`config.mk`:
```
export PLATFORM = sky130hd
export DESIGN_NAME = seq_mult_ctrl
export DESIGN_NICKNAME = d
export VERILOG_FILES = /design/src/rtl/seq_mult_ctrl.sv
export SDC_FILE = /design/constraint.sdc
export NUM_CORES = 1
export LEC_CHECK = 0
export ABC_CLOCK_PERIOD_IN_PS = 3100
export CORE_ASPECT_RATIO = 0.75
export CORE_MARGIN = 1
export CORE_UTILIZATION = 45
export CTS_CLUSTER_SIZE = 20
export DETAILED_ROUTE_END_ITERATION = 10
export PLACE_DENSITY = 0.78
export SLEW_MARGIN = 20
export SYNTH_ARGS = -nofsm -noshare
export SYNTH_HDL_FRONTEND = slang
export SYNTH_HIERARCHICAL = 1
export SYNTH_SLANG_ARGS = --single-unit
```
`constraint.sdc`:
```
create_clock -name clk -period 3.1 [get_ports clk]
set_input_delay 0.62 -clock clk [delete_from_list [all_inputs] [get_ports clk]]
set_output_delay 0.62 -clock clk [all_outputs]
set_load 0.01 [all_outputs]
```
`src/rtl/seq_mult_ctrl.sv`:
```
// Sequential shift-and-add unsigned multiplier controller built around one AdderAnybits instance.
// Optional: define SEQ_MULT_ZERO_SKIP_EN so that a zero operand completes in one cycle.

module AdderAnybits #(
  parameter int unsigned width = 8
) (
  input  logic [width-1:0] a,
  input  logic [width-1:0] b,
  output logic [width-1:0] s,
  output logic             cout
);
  assign {cout, s} = {1'b0, a} + {1'b0, b};
endmodule

module seq_mult_ctrl #(
  parameter int unsigned width = 8
) (
  input  logic                 clk,
  input  logic                 rst_n,
  input  logic                 start,
  input  logic [width-1:0]     A,
  input  logic [width-1:0]     B,
  output logic                 busy,
  output logic                 done,
  output logic [2*width-1:0]   P
);

  localparam int unsigned CW = $clog2(width + 1);

  typedef enum logic [1:0] {IDLE, RUN, DONE} state_t;

  state_t           state, state_next;
  logic [width-1:0] m, q, acc;
  logic [width-1:0] add_b, sum;
  logic             cout;
  logic [CW-1:0]    cnt;
  logic             last_step;
  logic             zero_op;

  // Partial product is the multiplicand gated by the current multiplier LSB.
  assign add_b     = q[0] ? m : '0;
  assign last_step = (cnt == CW'(1));

  AdderAnybits #(.width(width)) u_adder (
    .a    (acc),
    .b    (add_b),
    .s    (sum),
    .cout (cout)
  );

`ifdef SEQ_MULT_ZERO_SKIP_EN
  assign zero_op = (A == '0) || (B == '0);
`else
  assign zero_op = 1'b0;
`endif

  // Next-state logic.
  always_comb begin
    state_next = state;
    case (state)
      IDLE:    if (start) state_next = zero_op ? DONE : RUN;
      RUN:     if (last_step) state_next = DONE;
      DONE:    state_next = IDLE;
      default: state_next = IDLE;
    endcase
  end

  // State register, registered status flags and datapath.
  always_ff @(posedge clk) begin
    if (!rst_n) begin
      state <= IDLE;
      busy  <= 1'b0;
      done  <= 1'b0;
      P     <= '0;
      m     <= '0;
      q     <= '0;
      acc   <= '0;
      cnt   <= '0;
    end else begin
      state <= state_next;
      busy  <= (state_next != IDLE);
      done  <= (state_next == DONE);
      case (state)
        IDLE: begin
          if (start) begin
            m   <= A;
            q   <= B;
            acc <= '0;
            cnt <= CW'(width);
            if (zero_op) P <= '0;
          end
        end
        RUN: begin
          // Carry-out enters the accumulator MSB as {ACC,Q} shifts right.
          acc <= {cout, sum[width-1:1]};
          q   <= {sum[0], q[width-1:1]};
          cnt <= cnt - CW'(1);
          if (last_step) P <= {cout, sum, q[width-1:1]};
        end
        default: ;
      endcase
    end
  end

endmodule
```
# Word level (Yosys, flattened, before mapping)
# Cells that the tools add are included.
# op_classes
n_addsub	2
eq_ne	4
mux	10
reduce_logical	6
# op_table
operator	n
8-bit one-hot mux with 2 select lines	2
8-bit two-way mux	3
8-bit by 8-bit adder with 9-bit output	1
4-bit one-hot mux with 2 select lines	1
2-bit AND reduction	3
4-bit by 1-bit == test with 1-bit output (second input constant)	1
2-bit two-way mux	2
4-bit two-way mux	1
2-bit one-hot mux with 2 select lines	1
2-bit nonzero test	2
4-bit by 1-bit subtractor with 4-bit output (second input constant)	1
2-bit by 1-bit == test with 1-bit output (second input constant)	1
2-bit == test (second input constant)	1
2-bit logical NOT	1
2-bit inequality test (second input constant)	1
# totals
regBits	48
out_inout_bits	18
elab_cells	30

# Logic depth before layout (Yosys ltp)
# Gate-level depths: netlist of the first run.
# depth
depth_word	4
ltp_mapped	9

# Modules after synthesis
# The synthesis of the first run kept the hierarchy.
# by_module_without_submodules
mod	instances	cells_each	area_per_inst_um2	seq_area_each_um2
seq_mult_ctrl	1	214	1990.7	960.9
AdderAnybits	1	42	324.1	0.0

# Least setup slack after synthesis of the first run
# Ideal clock, no wire load.
# synth_timing
kind	register to register
startpoint	reg q[0]
endpoint	reg acc[7]
setup_ns	0.118
arrival_time_ns	1.756
required_time_ns	2.982
slack_ns	1.226
stages_incl_launch_ff	10
path_cell_list	dfxtp_1 > and2_1 > ha_1 > fa_1 > a21oi_1 > nor2_1 > nor2_1 > o21ai_0 > a22oi_1 > nor2b_1
# synth_between
elab_chain_len	3
# synth_lines
item	line_no	source
start, declared	33	logic [width-1:0] m, q, acc;
start signal, assigned	96	q <= {sum[0], q[width-1:1]};
8-bit two-way mux	41	assign add_b = q[0] ? m : '0;
via add_b[0]	34	logic [width-1:0] add_b, sum;
8-bit by 8-bit adder with 9-bit output	12	assign {cout, s} = {1'b0, a} + {1'b0, b};
via cout	35	logic cout;
8-bit one-hot mux with 2 select lines	83	case (state)
end signal, assigned	95	acc <= {cout, sum[width-1:1]};
end, declared	33	
# The timed path passes the listed nets, and every way through them passes these cells.
# A chain may end at the register's enable or synchronous reset.

# Worst setup path in the final report of the first run
# Ends and elaborated chain as after synthesis.

==> results.sh, run 1 <==
export IMPL_drc=3
export IMPL_r2r_worst_path_depth=9
export IMPL_comb_power_share=0.118
export IMPL_final_hold_viol_count=0
export IMPL_max_vdd_drop_v=0.000228
export IMPL_sequential_fraction_of_the_synthesis_area=0.415
export IMPL_crit_arrival_ps=2320
export IMPL_io_pins=37
export IMPL_initial_utilization=0.470
export IMPL_final_setup_worst_slack_ps=974
export IMPL_cts_root_buffer_cell="sky130_fd_sc_hd__clkbuf_8"
export IMPL_path_buf_inv=0
export IMPL_power_share_switching=0.258
export IMPL_drv_slew=0
export IMPL_routed_via_count=1829
export IMPL_post_route_cell_area_sq_um=2770
export IMPL_timing_setup_critical_path_class="flip-flop to flip-flop"
export IMPL_synth_enable_flop_cells=0
export IMPL_synth_compound_area_share=0.183
export IMPL_critPathCaptureType="flip-flop"
export IMPL_final_cell_count_no_fill=347
export IMPL_power_per_cell_area_nw_per_um2=435
export IMPL_clock_sinks=48
export IMPL_wl_per_cell_um=13.6
export IMPL_synth_avg_cell_area_sq_um=9.04
export IMPL_worst_slew_pin_transition_ps=896
export IMPL_area_enclosed_by_the_die_boundary_sq_um=5440
export IMPL_seq_power_share=0.554
export IMPL_antenna_diode_count=0
export IMPL_core_area_sq_um=4930
export IMPL_synth_nets=286
export IMPL_path_clk_slew_ps=90
export IMPL_setup_viol_count_final=0
export IMPL_largest_net_degree_at_the_start_of_global_routing=64
export IMPL_hp_class="flip-flop to flip-flop"
export IMPL_final_core_utilization=0.561
export IMPL_synthToLayoutAreaGrowth_pct=19.5
export IMPL_die_height_um=64.1
export IMPL_ctsHtreeMaxLevel=2
export IMPL_cts_tree="yes"
export IMPL_cell_internal_pwr_mw=0.893
export IMPL_post_synth_xor_area_fraction=0.0189
export IMPL_drt_vias_per_instance=5.27
export IMPL_outcome="complete, but fails checks"
export IMPL_whs_path_depth=2
export IMPL_max_clock_freq_mhz=470
export IMPL_grt_first_pass_wirelength_um=7820
export IMPL_placement_cell_area_sq_um=2670
export IMPL_synthesis_instances=256
export IMPL_final_layout_size_suffix_gt1_frac=0.0557
export IMPL_synth_seq_cells=48
export IMPL_gp_congestion=0.748
export IMPL_synthesis_area_sq_um=2310
export IMPL_p_total_mw=1.20
export IMPL_setup_repair_bufs_after_cts=0
export IMPL_crit_cells=9
export IMPL_fin_worst_hold_slack_ps=462
export IMPL_yosysWarnings=6
export IMPL_post_cts_resized_instances=0
export IMPL_synth_async_reset_ratio=0
export IMPL_detail_route_iter0_violations=83
export IMPL_synth_main_ff_cell="sky130_fd_sc_hd__dfxtp_1"
export IMPL_grt_setup_unrepaired="false"
export IMPL_critical_path_peak_fanout=9
export IMPL_port_buffer_count=36
export IMPL_ant_nets=0
export IMPL_nNetsFinal=316
export IMPL_first_global_vias=1716
export IMPL_combinational_family_with_the_most_area_after_synthesis="simple AND/OR/NAND/NOR gates"
export IMPL_violations="DRC"
export IMPL_finalWorstPathRequiredPeriod_ps=2130
export IMPL_critPathMaxStageDelay_ps=400
export IMPL_fp_row_count=22
export IMPL_cts_hold_fix_buffers=0
export IMPL_clock_tree_buffer_depth=2
export IMPL_grt_overflow_total=0
export IMPL_cp_cell_sequence="and2_1, ha_1, fa_1, a21oi_1, nor2_1, nor2_1, o21ai_0, a22oi_1, nor2b_1"
export IMPL_timing_setup_tns_ps=0
export IMPL_timing_slew_headroom=0.403
export IMPL_cell_variety_after_synth=41
export IMPL_crit_family="adder cells"
export IMPL_post_synth_fa_ha_maj_area_fraction=0.0627
export IMPL_grt_total_usage=0.184
export IMPL_timing_clock_skew_ps=2.62
export IMPL_drt_pass1_iterations=8
export IMPL_wirelength_um=4720
export IMPL_worst_setup_path_start_kind="flip-flop"
export IMPL_timing_critical_path_required_ps=3300
export IMPL_clock_insertion_delay_worst_skew_ps=300
export IMPL_place_hpwl_um=3290
export IMPL_power_share_clock=0.327
export IMPL_power_switching_mw=0.311
export IMPL_maxCapViolations=0
export IMPL_power_leakage_nw=1.03
export IMPL_cts_made_buffers=5
export IMPL_yosys_mux_area_fraction=0.0778
export IMPL_post_route_period_util=0.686
export IMPL_slowest_stage="sky130_fd_sc_hd__fa_1"
export IMPL_die_width_um=84.8
export IMPL_placedCellCount=339
export IMPL_crit_top_cell="sky130_fd_sc_hd__nor2_1"
export IMPL_dp_slack_ps=979
export IMPL_antenna_violations_before_repair=0
export IMPL_synth_simple_gate_area_share=0.191
final cells by class:
cell class	instances	area (sq um)
clock buffers	6	82.6
clock inverters	2	15.0
fillers	459	2160
inverters	7	26.3
multi-input cells	187	1240
flip-flops and latches	48	961
well taps	60	75.1
repair buffers	37	363
cells in the mapped netlist, types with 2 or more instances:
library cell	n	area, sq um
sky130_fd_sc_hd__a21o_1	2	15.0
sky130_fd_sc_hd__buf_2	4	20.0
sky130_fd_sc_hd__nor2_1	3	11.3
sky130_fd_sc_hd__nand2_1	45	169
sky130_fd_sc_hd__dfxtp_1	48	961
sky130_fd_sc_hd__inv_1	6	22.5
sky130_fd_sc_hd__a22oi_1	8	60.1
sky130_fd_sc_hd__nand2b_1	2	12.5
sky130_fd_sc_hd__buf_6	2	22.5
sky130_fd_sc_hd__a311o_1	2	20.0
sky130_fd_sc_hd__nor2b_1	11	68.8
sky130_fd_sc_hd__ha_1	10	125
sky130_fd_sc_hd__nand3_1	2	10.0
sky130_fd_sc_hd__a21oi_1	13	65.1
sky130_fd_sc_hd__xnor2_1	2	17.5
sky130_fd_sc_hd__and2_1	12	75.1
sky130_fd_sc_hd__o22ai_1	8	50.1
sky130_fd_sc_hd__a21boi_1	2	15.0
sky130_fd_sc_hd__clkbuf_1	6	22.5
sky130_fd_sc_hd__xor2_1	3	26.3
sky130_fd_sc_hd__mux2i_1	18	180
sky130_fd_sc_hd__o21ai_0	18	90.1
sky130_fd_sc_hd__a21boi_0	7	52.6
sky130_fd_sc_hd__nor3_1	5	25.0
logic make-up after synthesis:
group                      Yosys count
adders and majority gates           11
DFF                                 48
muxes                               18
xor gates and xnor gates             5
AOI/OAI and AO/OA                   66
buffers and inverters               21
and+or+nand+nor                     87
power groups by stage:
stage,sequential (mW),combinational (mW),clock (mW)
6_report,0.668,0.143,0.394
5_1_grt,0.672,0.159,0.436
4_1_cts,0.668,0.143,0.399
3_5_place_dp,0.682,0.143,0
3_3_place_gp,0.681,0.140,0
2_1_floorplan,0.672,0.104,0
worst paths after layout:
kind	from	endpoint	slack, ps
hold / removal	P[10]$_SDFFE_PN0P_	P[10]$_SDFFE_PN0P_	460
setup reg to reg	q[0]$_SDFFE_PN0P_	acc[7]$_SDFFE_PN0P_	970
hold reg to reg	P[10]$_SDFFE_PN0P_	P[10]$_SDFFE_PN0P_	460
setup / recovery	q[0]$_SDFFE_PN0P_	acc[7]$_SDFFE_PN0P_	970
cells in the final DEF, fill, tap and decap left out, types with 7 or more instances in the layout:
master,instances
sky130_fd_sc_hd__a21oi_1,13
sky130_fd_sc_hd__mux2i_1,18
sky130_fd_sc_hd__a21boi_0,7
sky130_fd_sc_hd__o22ai_1,8
sky130_fd_sc_hd__a22oi_1,8
sky130_fd_sc_hd__clkdlybuf4s50_1,35
sky130_fd_sc_hd__and2_1,12
sky130_fd_sc_hd__ha_1,10
sky130_fd_sc_hd__nor2b_1,11
sky130_fd_sc_hd__o21ai_0,18
sky130_fd_sc_hd__dfxtp_1,48
sky130_fd_sc_hd__nand2_1,45
state kept, by name, summed over array words and instances (netlist names):
name   cells
busy       1
q          8
P         16
state      2
done       1
m          8
acc        8
cnt        4
metal layers:
layer,part of all wire,wire [um],vias up,track usage
met4,0.0038,18,0,0.0445
li1,-,-,948,-
met2,0.45,2120,35,0.298
met5,0,0,-,0
met3,0.050,237,2,0.0556
met1,0.50,2340,844,0.242
worst min-delay path, delay by kind of cell, from the launching register on:
kind,cells,cell delay (ps)
DFF,1,320
muxes,1,50
and+or+nand+nor,1,50
Note: power is estimated with default switching activity, not from simulation.
==> inputs of run 2 (changes only) <==
ABC_CLOCK_PERIOD_IN_PS = 1800   (was 3100)
PLACE_DENSITY = 0.81   (was 0.78)
clock period = 1.8 ns   (was 3.1 ns; I/O delays follow)
==> run 2 against run 1 <==
  * The run ends with setup timing left
  * Maximum frequency rose by 11%
  * Power increased by 91%
  * Critical path depth stayed put
  * Die area stayed put
  * Sequential share of layout area is 4.7 points lower
  * Combinational power rose by 120%
  * Via count up 13%
  * Sequential cell count is the same
  * Sequential power is 72% higher
  * Register-to-register slack got worse by 1100 ps
  * Largest cell class unchanged
  * Largest power group unchanged
==> results.sh, run 2 (same netlist as run 1, synthesis figures left out) <==
export IMPL_hp_class="flip-flop to flip-flop"
export IMPL_outcome="complete, but fails checks"
export IMPL_cts_hold_fix_buffers=0
export IMPL_crit_arrival_ps=2110
export IMPL_nNetsFinal=340
export IMPL_antenna_diode_count=0
export IMPL_met3_length_um=348
export IMPL_worst_slew_pin_transition_ps=459
export IMPL_final_hold_viol_count=0
export IMPL_flip_flop_count_of_the_largest_register_after_layout=16
export IMPL_grt_setup_unrepaired="true"
export IMPL_layout_common_cells="sky130_fd_sc_hd__dfxtp_1 (47), sky130_fd_sc_hd__nand2_1 (45), sky130_fd_sc_hd__clkdlybuf4s50_1 (35)"
export IMPL_timing_critical_path_required_ps=2000
export IMPL_path_clk_slew_ps=90
export IMPL_critical_path_peak_fanout=8
export IMPL_highest_signal_layer="met4"
export IMPL_setup_viol_count_final=9
export IMPL_power_switching_mw=0.573
export IMPL_final_layout_size_suffix_gt1_frac=0.225
export IMPL_max_vdd_drop_v=0.000476
export IMPL_power_leakage_nw=1.19
export IMPL_initial_utilization=0.470
export IMPL_violations="setup timing"
export IMPL_drt_vias_per_instance=5.56
export IMPL_wirelength_um=5910
export IMPL_grt_first_pass_wirelength_um=8920
export IMPL_grt_overflow_total=0
export IMPL_seq_power_share=0.502
export IMPL_area_enclosed_by_the_die_boundary_sq_um=5440
export IMPL_worst_setup_path_start_kind="flip-flop"
export IMPL_cts_made_buffers=5
export IMPL_clock_tree_buffer_depth=2
export IMPL_core_area_sq_um=4930
export IMPL_drc=0
export IMPL_place_hpwl_um=3760
export IMPL_maxCapViolations=0
export IMPL_clock_sinks=48
export IMPL_fp_row_count=22
export IMPL_timing_setup_critical_path_class="flip-flop to flip-flop"
export IMPL_die_width_um=84.8
export IMPL_cts_tree="yes"
export IMPL_ant_nets=0
export IMPL_port_buffer_count=36
export IMPL_finalWorstPathRequiredPeriod_ps=1920
export IMPL_detail_route_iter0_violations=150
export IMPL_antenna_violations_before_repair=0
export IMPL_power_share_clock=0.362
export IMPL_io_pins=37
export IMPL_drt_pass1_iterations=6
export IMPL_routedLengthMet1_um=2620
export IMPL_power_per_cell_area_nw_per_um2=715
export IMPL_post_route_period_util=1.07
export IMPL_wl_met2_um=2850
export IMPL_fillerInstances=397
export IMPL_clock_insertion_delay_worst_skew_ps=310
export IMPL_die_height_um=64.1
export IMPL_final_cell_count_no_fill=371
export IMPL_mostFrequentLayoutCell="sky130_fd_sc_hd__dfxtp_1"
export IMPL_whs_path_depth=2
export IMPL_routed_via_count=2061
export IMPL_cts_root_buffer_cell="sky130_fd_sc_hd__clkbuf_8"
export IMPL_registers_top_by_ff_count="P"
export IMPL_placedCellCount=358
export IMPL_largest_net_degree_at_the_start_of_global_routing=24
export IMPL_gp_congestion=0.847
export IMPL_cell_internal_pwr_mw=1.72
export IMPL_r2r_worst_path_depth=9
export IMPL_power_share_switching=0.250
export IMPL_comb_power_share=0.136
export IMPL_final_setup_worst_slack_ps=-117
export IMPL_dp_slack_ps=-213
export IMPL_grt_total_usage=0.213
export IMPL_synthToLayoutAreaGrowth_pct=38.8
export IMPL_timing_clock_skew_ps=11.4
export IMPL_timing_slew_headroom=0.694
export IMPL_ctsHtreeMaxLevel=2
export IMPL_wl_per_cell_um=15.9
export IMPL_drv_slew=0
export IMPL_first_global_vias=1833
export IMPL_max_clock_freq_mhz=522
export IMPL_critPathCaptureType="flip-flop"
==> run 2: changes by cell type in the layout (fill, tap and decap cells not counted), sizes merged <==
| cell | before | now |
|---|---|---|
| buf | 2 | 26 |
| clkinvlp | 2 | 0 |
| bufinv | 0 | 1 |
| clkinv | 0 | 1 |
==> run 2: layout make-up <==
type,instances,area [sq um],area share
clock buffer,6,82.6,0.0257
tap,60,75.1,0.0234
sequential,48,965,0.300
clock inverter,2,38.8,0.0121
multi-input combinational,187,1470,0.457
timing repair buffer,61,556,0.173
inverter,7,28.8,0.00896
==> run 2: layer usage <==
metal / vias to the layer above / GRT usage
li1: 1001 / -
met1: 983 / 0.268
met2: 64 / 0.353
met3: 13 / 0.0478
met4: 0 / 0.0932
met5: - / 0
==> run 2: final timing paths <==
check                          from                   to  slack, ps
hold reg to reg   P[9]$_SDFFE_PN0P_    P[9]$_SDFFE_PN0P_        460
setup reg to reg  q[0]$_SDFFE_PN0P_  acc[6]$_SDFFE_PN0P_       -120
hold / removal    P[9]$_SDFFE_PN0P_    P[9]$_SDFFE_PN0P_        460
setup / recovery  q[0]$_SDFFE_PN0P_  acc[6]$_SDFFE_PN0P_       -120
==> run 2: repair_timing <==
item,4_1_cts,5_1_grt
hold endpoints to repair,0,0
buffers inserted,2,3
endpoints found under the setup margin,10,10
gates resized for setup,20,17
pin swaps,13,18
==> run 2: critical path, stage by stage, from the launching register on <==
cell,delay (ps)
sky130_fd_sc_hd__dfxtp_4,380
sky130_fd_sc_hd__and2_4,170
sky130_fd_sc_hd__ha_4,280
sky130_fd_sc_hd__buf_4,140
sky130_fd_sc_hd__nand3_2,130
sky130_fd_sc_hd__a21oi_2,170
sky130_fd_sc_hd__mux2i_1,200
sky130_fd_sc_hd__nand2_1,100
sky130_fd_sc_hd__a22oi_1,160
sky130_fd_sc_hd__nor2b_1,80
==> run 2: through the flow <==
step                      power (mW)  setup TNS (ps)  utilization  instance area, sq um  hold WS [ps]
after floorplan                 1.34           -3.99            -                  2360           445
after global placement          1.46            -416        0.583                  2870           441
after detailed placement        1.46           -1150        0.583                  2870           447
after CTS                       2.29            -342        0.630                  3100           458
after global routing            2.39           -1320        0.652                  3210           472
final                           2.30            -563        0.652                  3210           460
==> run 2: power by group through the flow <==
stage / registers, mW / logic, mW / clock network, mW
floorplan: 1.16 / 0.183 / 0
global placement: 1.17 / 0.282 / 0
detailed placement: 1.17 / 0.290 / 0
CTS: 1.15 / 0.298 / 0.846
global route: 1.16 / 0.337 / 0.889
finish: 1.15 / 0.312 / 0.832
==> variant 1, RTL diff (flow settings as in run 2) <==
Encoding of `state_t`: now one-hot (3 bits for 3 states).
--- a/src/rtl/seq_mult_ctrl.sv
+++ b/src/rtl/seq_mult_ctrl.sv
@@ -29,3 +29,3 @@
 
-  typedef enum logic [1:0] {IDLE, RUN, DONE} state_t;
+  typedef enum logic [2:0] {IDLE = 3'b001, RUN = 3'b010, DONE = 3'b100} state_t;
 
Formal check against the unedited RTL: same outputs for any inputs over 4 cycles, from zero or initial values and one cycle with rst_n low; so few cycles prove little.
==> variant 1 against run 2 <==
The flow finishes with violations (DRC, setup timing); clock power shrank 11%; sequential cell count increased by 1; routed wire length decreased by 0.81%; cell area down 5.3%; setup slack better by 0.062 ns; area after synthesis down 2.0%; critical path depth decreased by 2; total power fell by 6.1%; count of clock-buffer cells in the layout grew 1; first-iteration DRC count shrank 23%; via count shrank 3.0%; critical path type unchanged; largest power group unchanged.
==> variant 1: results (changes against run 2) <==
Parameter                              Value

Setup path
  Data arrival at the endpoint of the critical path ... 2.05 ns (-0.06 ns)
  Crit Reg-Reg Endpoint ... acc[4]
  Reg2Reg Depth ... 7 (-2)

Synthesis
  Mux contribution to synthesized area ... 7.50% (-0.28 points)
  Post-synthesis sequential area ratio ... 43.2% (+1.7 points)
  Fraction of the mapped netlist area in compound gates ... 12.2% (-6.1 points)
  Post-synthesis share of cell area spent on full adders, half adders and majority gates ... 6.40% (+0.13 points)
  Count of cell types in the netlist ... 39 (-4.9%)
  Dominant cells by area after synthesis ... dfxtp_1 (43%), nand2_1 (10%), mux2i_1 (7.5%)

Timing
  Final setup fails ... 4 (-5)
  Worst hold slack ... 0.456 ns (-0.00396 ns)
  Worst setup skew after layout ... 0.00485 ns (-0.00657 ns)
  Worst Tran Pin Value ... 0.593 ns (+0.135 ns)
  Minimum setup slack in the final design ... -0.0554 ns (+0.0619 ns)
  Setup TNS ... -0.115 ns (+0.448 ns)

GRT
  Met1 Usage GRT ... 30.3% (+3.5 points)
  Met3 layer usage reported by global route ... 6.95% (+2.2 points)
  Global router's overall resource usage ... 23.6% (+2.3 points)
  Maximum number of pins on one net before global-route repair ... 44 (+83%)
  First-pass GRT wire length ... 9620 um (+7.8%)
  Grt met2 use ... 36.7% (+1.4 points)
  Number of global-route vias before repair ... 1984 (+8.2%)

Placed design
  Number of placed instances with taps included ... 352 (-1.7%)
  Gpl congestion ... 0.841 (-0.74%)
  Worst slack, placed ... -0.143 ns (+0.0706 ns)
  Placed cell areas ... 2770 um2 (-3.7%)

Min path
  Hold Crit Start ... m[7]

Run status
  Violations in the final reports ... DRC, setup timing
  Run status ... complete, but fails checks

Routing
  Met1 wire length ... 2730 um (+4.5%)
  # DRC ... 6 (+6)
  Via count normalized by instance count ... 5.51 (-0.87%)
  Routed wire length per instance ... 16.1 um (+1.4%)
  Met2 wire len ... 2720 um (-4.5%)
  Drt first pass iters ... 7 (+1)
  Number of DRC violations after detailed-routing iteration 0 ... 116 (-23%)

Final layout
  Nets ... 335 (-1.5%)

Pwr
  Static power due to leakage ... 0.00115 uW (-2.9%)
  VDD IR max ... 548 uV (+15%)
-- variant 1: critical path, delay by kind of cell (launching register included) --
family                     cells  cell delay (ns)
DFF                            1             0.38
and+or+nand+nor                2             0.27
AOI/OAI and AO/OA              3             0.71
adders and majority gates      1             0.32
buffers and inverters          1             0.06
-- variant 1: kinds of logic (layout without fill, tap and decap cells) --
| logic type | Yosys count | in the layout |
|---|---|---|
| fa+ha+maj | 11 | 11 |
| buf+inv | 22 | 71 |
| xor+xnor | 5 | 5 |
| mux | 17 | 17 |
| compound gates | 42 | 42 |
| flops | 49 | 49 |
| simple gates | 111 | 111 |
-- variant 1: report_power, final --
group / switching (uW) / leakage, uW / total (uW) / internal (uW)
logic: 126 / 0.000699 / 254 / 127
clock network: 393 / 0.0000542 / 742 / 348
registers: 36.3 / 0.000399 / 1160 / 1120
-- variant 1: what timing repair did --
action	in CTS	in global routing
buffers inserted	3	0
pin swaps	11	4
setup endpoints to repair	10	10
gates resized for setup	18	9
cloned	0	0
-- variant 1: worst max-delay path by stage --
stage | start | end | slack [ns] | cells past startpoint
final | q[0] | acc[4] | -0.06 | 7
after global routing | q[0] | P[13] | -0.15 | 9
after CTS | q[0] | P[13] | -0.03 | 9
after detailed placement | q[0] | acc[5] | -0.14 | 9
after global placement | q[0] | P[13] | -0.06 | 9
after floorplan | q[0] | acc[5] | 0.004 | 9
-- variant 1: area by class of cell --
type / count / area, um2 / share of cell area [%]
inverters: 7 / 26.3 / 0.863
well taps: 57 / 71.3 / 2.34
clock inverters: 1 / 5.00 / 0.164
clock buffers: 7 / 96.3 / 3.17
repair buffers: 56 / 539 / 17.7
multi-input cells: 186 / 1320 / 43.4
flip-flops and latches: 49 / 985 / 32.4
==> variant 2, RTL diff (flow settings as in run 2) <==
Without the edit above. Add a define of `SEQ_MULT_ZERO_SKIP_EN`.
--- a/src/rtl/seq_mult_ctrl.sv
+++ b/src/rtl/seq_mult_ctrl.sv
@@ -2,2 +2,4 @@
 // Optional: define SEQ_MULT_ZERO_SKIP_EN so that a zero operand completes in one cycle.
+
+`define SEQ_MULT_ZERO_SKIP_EN
 
Check against the original RTL: not equivalent (Yosys sat finds a counterexample within 4 cycles, from zero or initial values and one cycle with rst_n low).
==> variant 2 against run 2 <==
The flow still finishes with violations (setup timing); cell area is 6.3% higher; count of clock-buffer cells in the layout stayed put; area after synthesis is 6.0% higher; global-route usage is 1.8 points higher; total power is 2.8% higher; critical path type unchanged; routed wire length is 8.8% higher; largest power group unchanged; critical endpoint is now acc[5]; setup slack worse by 0.088 ns; sequential cell count stayed put.
==> variant 2: results (changes against run 2) <==
Parameter                              Value

GRT
  Global router's overall resource usage ... 23.1% (+1.8 points)
  Maximum number of pins on one net before global-route repair ... 32 (+33%)
  Number of global-route vias before repair ... 2140 (+17%)
  First-pass GRT wire length ... 10300 um (+15%)
  Grt met2 use ... 36.2% (+0.97 points)

Pwr
  VDD IR max ... 611 uV (+28%)
  Switching Fraction ... 29.5% (+4.5 points)
  Overall power ... 2360 uW (+2.8%)
  Clock group total power ... 697 uW (-16%)

Routing
  Routed wire length per instance ... 15.9 um (+0.15%)
  Number of DRC violations after detailed-routing iteration 0 ... 117 (-22%)
  Drt first pass iters ... 5 (-1)
  Number of vias in the routed layout ... 2251 (+9.2%)

Setup path
  Crit path max fanout ... 6 (-2)
  Kind of cell adding the most delay to the critical path ... adder cells

Placed design
  Gpl congestion ... 0.871 (+2.9%)

Timing
  Final setup fails ... 11 (+2)
  Minimum setup slack in the final design ... -0.206 ns (-0.0882 ns)
  Worst setup skew after layout ... 0.0134 ns (+0.00200 ns)

Final layout
  Nets ... 360 (+5.9%)
  Number of fill cells in the layout ... 415 (+4.5%)

Synthesis
  Count of cell types in the netlist ... 42 (+2.4%)
  Post-synthesis sequential area ratio ... 39.2% (-2.3 points)

Run status
  Run status ... complete, but fails checks
  Violations in the final reports ... setup timing
==> variant 2: changes by cell type after synthesis, moves of 5 or more <==
cell | run 2 | this run
a21boi_0 | 7 | 0
a311oi_1 | 0 | 8
a311oi_2 | 0 | 8
a31oi_1 | 0 | 8
mux2i_1 | 18 | 11
nand2_1 | 45 | 26
nand3_1 | 2 | 17
nor2_1 | 3 | 17
nor4_1 | 1 | 6
o211a_1 | 0 | 7
o21ai_0 | 18 | 2
o22ai_1 | 8 | 0
==> variant 2: worst max-delay path by stage <==
stage                     from  endpoint  slack, ns
after floorplan           q[0]     P[13]      -0.11
after global placement    q[0]     P[13]      -0.17
after detailed placement  q[0]     P[13]      -0.25
after CTS                 q[0]     P[13]      -0.22
after global routing      q[0]     P[11]      -0.32
final                     q[0]    acc[5]      -0.21
==> variant 2: stage by stage <==
stage	setup WS [ns]	hold WS [ns]	utilization, %	instance area, um2	cells
CTS	-0.216	0.520	65.9	3340	401
detailed placement	-0.246	0.487	62.2	3150	392
global route	-0.317	0.539	67.4	3410	403
global placement	-0.174	0.475	62.2	3150	392
floorplan	-0.112	0.452	-	2510	267
finish	-0.206	0.519	67.4	3410	403
==> variant 2: cell families after synthesis <==
group | after synthesis | synth area share (%)
simple gates | 101 | 21.6
buf+inv | 23 | 4.69
fa+ha+maj | 11 | 5.92
mux | 11 | 4.49
xor+xnor | 5 | 1.79
flops | 48 | 39.2
compound gates | 68 | 22.3
==> variant 2: cell type report <==
cell class / count / area share [%]
multi-input combinational: 196 / 45.9
clock inverter: 2 / 0.440
clock buffer: 6 / 2.42
sequential: 48 / 28.3
timing repair buffer: 73 / 19.6
inverter: 6 / 0.660
tap: 72 / 2.64
==> variant 2: timing repair <==
item                       CTS  global route
setup buffers                1             2
pin swaps                   21            12
resized for setup           15            10
setup endpoints to repair   12            12
